$ cat config.mk
export PLATFORM = sky130hd
export DESIGN_NAME = asrv32_vic
export DESIGN_NICKNAME = d
export VERILOG_FILES = /design/src/rtl/asrv32_vic.sv
export SDC_FILE = /design/constraint.sdc
export NUM_CORES = 1
export LEC_CHECK = 0
export ABC_CLOCK_PERIOD_IN_PS = 2900
export CORE_UTILIZATION = 45
export DETAILED_ROUTE_END_ITERATION = 12
export PLACE_DENSITY = 0.66
export SKIP_CTS_REPAIR_TIMING = 1
export SLEW_MARGIN = 20
export SYNTH_ARGS = -nofsm -noshare
export SYNTH_HDL_FRONTEND = slang
export SYNTH_SLANG_ARGS = --single-unit
$ cat constraint.sdc
create_clock -name i_clk -period 2.9 [get_ports i_clk]
set_input_delay 0.58 -clock i_clk [delete_from_list [all_inputs] [get_ports i_clk]]
set_output_delay 0.58 -clock i_clk [all_outputs]
set_load 0.02 [all_outputs]
$ cat src/rtl/asrv32_vic.sv
// asrv32_vic: memory-mapped interrupt controller holding mtime, mtimecmp and msip.
// Single-cycle bus: strobe in, registered ack and pre-access read data one cycle later.
module asrv32_vic #(
    parameter logic [31:0] BASE_ADDR      = 32'h8000_0000,
    parameter int unsigned MTIME_PRESCALE = 1
) (
    input  logic        i_clk,
    input  logic        i_rst_n,
    input  logic [31:0] i_addr,
    input  logic [31:0] i_data,
    input  logic [3:0]  i_wr_mask,
    input  logic        i_wr_en,
    input  logic        i_stb,
    output logic        o_ack,
    output logic [31:0] o_data,
    output logic        o_timer_interrupt,
    output logic        o_software_interrupt
);

    localparam int unsigned DW = 32;
    localparam int unsigned TW = 64;
    localparam int unsigned PW = (MTIME_PRESCALE > 1) ? $clog2(MTIME_PRESCALE) : 1;
    localparam logic [PW-1:0] PRESC_LAST = PW'(MTIME_PRESCALE - 1);

    localparam logic [2:0] REG_MTIME_LO = 3'd0;
    localparam logic [2:0] REG_MTIME_HI = 3'd1;
    localparam logic [2:0] REG_CMP_LO   = 3'd2;
    localparam logic [2:0] REG_CMP_HI   = 3'd3;
    localparam logic [2:0] REG_MSIP     = 3'd4;

    logic [PW-1:0] presc_q, presc_d;
    logic [TW-1:0] mtime_q, mtime_d;
    logic [TW-1:0] mtimecmp_q, mtimecmp_d;
    logic          msip_q, msip_d;
    logic          ack_q;
    logic [DW-1:0] rdata_q;
    logic          timer_irq_q;
    logic          sw_irq_q;

    logic          wr_c;
    logic [2:0]    sel_c;
    logic          tick_c;
    logic          mtime_wr_c;
    logic [DW-1:0] rdata_c;

    // Window offset bits above the register index and the base itself are not decoded.
    logic unused_c;
    assign unused_c = ^{i_addr[31:5], i_addr[1:0], BASE_ADDR};

    // Replace only the bytes whose mask bit is set.
    function automatic logic [DW-1:0] merge_bytes(input logic [DW-1:0] old_v,
                                                  input logic [DW-1:0] new_v,
                                                  input logic [3:0]    mask);
        logic [DW-1:0] res;
        res = old_v;
        for (int b = 0; b < 4; b++) begin
            if (mask[b]) begin
                res[8*b +: 8] = new_v[8*b +: 8];
            end
        end
        return res;
    endfunction

    assign wr_c       = i_stb && i_wr_en;
    assign sel_c      = i_addr[4:2];
    assign tick_c     = (presc_q == PRESC_LAST);
    assign mtime_wr_c = wr_c && (|i_wr_mask) &&
                        ((sel_c == REG_MTIME_LO) || (sel_c == REG_MTIME_HI));

    // Prescaler free-runs 0..MTIME_PRESCALE-1, unaffected by bus writes.
    always_comb begin
        presc_d = presc_q + PW'(1);
        if (tick_c) begin
            presc_d = '0;
        end
    end

    // Register next-state: increment unless a mtime write lands, then apply byte writes.
    always_comb begin
        mtime_d    = mtime_q;
        mtimecmp_d = mtimecmp_q;
        msip_d     = msip_q;
        if (tick_c && !mtime_wr_c) begin
            mtime_d = mtime_q + TW'(1);
        end
        if (wr_c) begin
            case (sel_c)
                REG_MTIME_LO: mtime_d[31:0]     = merge_bytes(mtime_q[31:0], i_data, i_wr_mask);
                REG_MTIME_HI: mtime_d[63:32]    = merge_bytes(mtime_q[63:32], i_data, i_wr_mask);
                REG_CMP_LO:   mtimecmp_d[31:0]  = merge_bytes(mtimecmp_q[31:0], i_data, i_wr_mask);
                REG_CMP_HI:   mtimecmp_d[63:32] = merge_bytes(mtimecmp_q[63:32], i_data, i_wr_mask);
                REG_MSIP: begin
                    if (i_wr_mask[0]) begin
                        msip_d = i_data[0];
                    end
                end
                default: ;
            endcase
        end
    end

    // Read mux over the pre-access register values.
    always_comb begin
        rdata_c = '0;
        case (sel_c)
            REG_MTIME_LO: rdata_c = mtime_q[31:0];
            REG_MTIME_HI: rdata_c = mtime_q[63:32];
            REG_CMP_LO:   rdata_c = mtimecmp_q[31:0];
            REG_CMP_HI:   rdata_c = mtimecmp_q[63:32];
            REG_MSIP:     rdata_c = DW'(msip_q);
            default:      rdata_c = '0;
        endcase
    end

    // Timer, compare, msip and prescaler state.
    always_ff @(posedge i_clk or negedge i_rst_n) begin
        if (!i_rst_n) begin
            presc_q    <= '0;
            mtime_q    <= '0;
            mtimecmp_q <= '1;
            msip_q     <= 1'b0;
        end else begin
            presc_q    <= presc_d;
            mtime_q    <= mtime_d;
            mtimecmp_q <= mtimecmp_d;
            msip_q     <= msip_d;
        end
    end

    // Bus response: ack follows strobe by one cycle, read data held until the next strobe.
    always_ff @(posedge i_clk or negedge i_rst_n) begin
        if (!i_rst_n) begin
            ack_q   <= 1'b0;
            rdata_q <= '0;
        end else begin
            ack_q <= i_stb;
            if (i_stb) begin
                rdata_q <= rdata_c;
            end
        end
    end

    // Interrupt levels registered from current register state.
    always_ff @(posedge i_clk or negedge i_rst_n) begin
        if (!i_rst_n) begin
            timer_irq_q <= 1'b0;
            sw_irq_q    <= 1'b0;
        end else begin
            timer_irq_q <= (mtime_q >= mtimecmp_q);
            sw_irq_q    <= msip_q;
        end
    end

    assign o_ack                = ack_q;
    assign o_data               = rdata_q;
    assign o_timer_interrupt    = timer_irq_q;
    assign o_software_interrupt = sw_irq_q;

endmodule

==> results_dict.tcl, run 1 <==
set metrics [dict create \
    status "complete, no violations" \
    ios 107 \
    powerDensity_mw_per_mm2 705 \
    period_minus_slack_ns 2.72 \
    netlist.area_leader.share 0.248 \
    synth_area_mm2 0.0101 \
    final_cells 1554 \
    pwr-share-comb 0.327 \
    cp-end-kind "flip-flop" \
    drt_iter0_drc 947 \
    p_leak_nw 5.12 \
    max_freq_mhz 367 \
    via_per_inst 6.08 \
    ys_top_cells_by_area "dfrtp_1 25%, dfstp_2 17%, ha_1 8.0%" \
    grt_pass1_vias 9280 \
    dieWidth_um 152 \
    skew_ns 0.00815 \
    ant_nets 0 \
    place.gp.congestion 0.911 \
    drc 0 \
    dp_cells 1522 \
    final_cell_area_mm2 0.0124 \
    clock-sinks 164 \
    wl_mm 31.7 \
    insertion_delay_ns 0.43 \
    synth_seq_cells 164 \
    path_buf_inv 3 \
    cp_num_cells 9 \
    grt_pass1_wl_mm 50.5 \
    coreArea_mm2 0.0219 \
    r2r_setup_slack_ns 0.27 \
    maxCapViolations 0 \
    ys_seq_area_frac 0.414 \
    path_common_cell "buf_4" \
    hpwlAfterDp_mm 23.0 \
    final_hold_viol_count 0 \
    cts-root-buf "clkbuf_16" \
    drive_above_1_share 0.193 \
    grt_max_degree 64 \
    timing.final.crit_share 0.940 \
    area_delta_synth_final_pct 22.6 \
    ys_async_sr_fraction 1.00 \
    row_count 54 \
    crit_path_start_kind "input pin" \
    die_area_mm2 0.0231 \
    required_ns 3.21 \
    hp-class "input pin to asynchronous set/reset pin" \
    swShare 0.350 \
    layout.nets 1398 \
    start_util 0.462 \
    yosys.cell_count.top_type "nand2_1" \
    yosys.area.top_type "dfrtp_1" \
    synth_cell_type_count 65 \
    syn_nets 1263 \
    place_area_mm2 0.0118 \
    crit_chain "clkdlybuf4s50_1 > nor4_2 > buf_4 > o2111a_1 > nand3_2 > nor4_1 > buf_4 > xnor2_1 > a21oi_1" \
    worst_pin_slew_ns 0.635 \
    track_usage 0.278 \
    setup_viol 0 \
    multi_input_comb_area_mm2 0.00533 \
    diodes 0 \
    h-tree-depth 4 \
    wl_per_cell_um 20.4 \
    power_switching_mw 3.06 \
    slowest_delay_ns 0.53 \
    cts.clk_slew.worst_paths_ns 0.06 \
    p_seq_frac 0.390 \
    vdd_drop_max_mv 0.399 \
    internal_power_mw 5.68 \
    worstPathMaxFanout 5 \
    crit_slowest_cell "clkdlybuf4s50_1" \
    die_y_um 152 \
    vias 9453 \
    synth_edf_count 0 \
    final_max_slew_viol_count 0 \
    synth_common_cells "109 x nand2_1, 107 x inv_1, 100 x dfrtp_1, 94 x nor2_1, 67 x a21oi_1" \
    cts_buffer_depth 2 \
    worst_r2r_path_depth 8 \
    synth_top_flop_cell "dfrtp_1" \
    power_mw 8.74 \
    antenna_found_initial 0 \
    io_buffers 77 \
    register_area_mm2 0.00418 \
    crit_family "simple AND/OR/NAND/NOR gates" \
    relSlewSlack 0.571 \
    syn_area_per_cell_um2 8.97 \
    tritoncts "yes" \
    nFillCells 2008 \
    pwr-share-clk 0.283 \
    grt_overflow 0 \
    grt_setup_unrepaired "false" \
    critPathArrivalTime_ns 3.03 \
    crit_type "input pin to flip-flop" \
    yosysWarnings 0 \
    first_pass_iters 5 \
    cts_buffers 17 \
    synthCells 1126 \
]
[through the flow]
step                      hold slack [ns]  utilization  TNS, ns  setup WS [ns]
after global routing                0.180        0.566        0         0.0713
after global placement              0.404        0.537    -1.84         -0.144
final                               0.137        0.566        0          0.175
after floorplan                     0.284            -        0          0.397
after CTS                           0.160        0.566        0          0.264
after detailed placement            0.389        0.537    -2.66         -0.167
[power groups by stage]
stage | registers, mW | clock network [mW] | logic, mW
floorplan | 3.40 | 0 | 1.71
global placement | 3.42 | 0 | 2.74
detailed placement | 3.44 | 0 | 2.82
CTS | 3.41 | 2.51 | 2.84
global route | 3.48 | 2.60 | 3.18
finish | 3.41 | 2.47 | 2.86
[placed cells by master (no fill, tap or decap), types with 4 or more instances in the layout]
| cell | n |
|---|---|
| nand2_1 | 109 |
| nor3_1 | 30 |
| mux2_2 | 50 |
| o21ai_0 | 56 |
| a221oi_1 | 34 |
| clkbuf_16 | 17 |
| and3_1 | 17 |
| dfrtp_1 | 100 |
| nand2b_1 | 6 |
| o21a_1 | 4 |
| a211oi_1 | 25 |
| a22oi_1 | 4 |
| or3_1 | 4 |
| o211ai_1 | 4 |
| a21oi_1 | 67 |
| clkdlybuf4s50_1 | 76 |
| a31oi_1 | 4 |
| nand4_1 | 25 |
| dfstp_2 | 64 |
| o31ai_1 | 12 |
| inv_1 | 107 |
| nor2b_1 | 7 |
| bufinv_16 | 4 |
| and2_1 | 6 |
| nor4_1 | 13 |
| and4_1 | 8 |
| nor2_1 | 94 |
| a311oi_1 | 12 |
| buf_12 | 4 |
| nand3_1 | 38 |
| o22ai_1 | 59 |
| xnor2_1 | 5 |
| ha_1 | 65 |
| buf_4 | 85 |
| clkbuf_1 | 5 |
| a21o_1 | 4 |
[final cells by class]
type                       instances  share of cell area
tap                              280              0.0283
multi-input combinational        805               0.430
inverter                         107              0.0324
sequential                       164               0.338
clock buffer                      25              0.0392
timing repair buffer             166               0.120
clock inverter                     7              0.0117
[state kept, by name (all words and copies together), names as in the netlist]
register,count
o_ack,1
o_software_interrupt,1
o_data,32
o_timer_interrupt,1
mtimecmp_q,64
mtime_q,64
msip_q,1
[worst paths after layout]
kind,start,endpoint
max reg2reg,mtimecmp_q[30]$_DFFE_PN1P_,o_timer_interrupt$_DFF_PN0_
min reg2reg,msip_q$_DFFE_PN0P_,o_software_interrupt$_DFF_PN0_
min in group i_clk,msip_q$_DFFE_PN0P_,o_software_interrupt$_DFF_PN0_
max in group asynchronous,i_rst_n,mtime_q[27]$_DFFE_PN0P_
min,i_rst_n,o_data[6]$_DFFE_PN0P_
max,i_wr_mask[0],mtime_q[41]$_DFFE_PN0P_
[per-layer routing]
metal | track usage | part of all wire | vias up
li1 | - | - | 4413
met4 | 0.110 | 0.033 | 0
met1 | 0.373 | 0.43 | 4595
met5 | 0 | 0 | -
met3 | 0.0493 | 0.068 | 62
met2 | 0.446 | 0.47 | 383
[logic make-up after synthesis]
family	after synthesis	synth area share
simple gates	379	0.187
buf+inv	157	0.0592
mux	52	0.0577
compound gates	304	0.197
xor+xnor	5	0.00433
flops	164	0.414
fa+ha+maj	65	0.0805
Note: power is estimated with default switching activity, not from simulation.
==> inputs of run 2 (changes only) <==
- SLEW_MARGIN: 20 -> default
==> results of run 2 <==
The final DEF is identical to that of run 1; final timing and power are the same.
==> inputs of run 3 (changes only) <==
- TNS_END_PERCENT: default -> 50
==> results of run 3 <==
The final DEF is identical to that of run 1; final timing and power are the same.
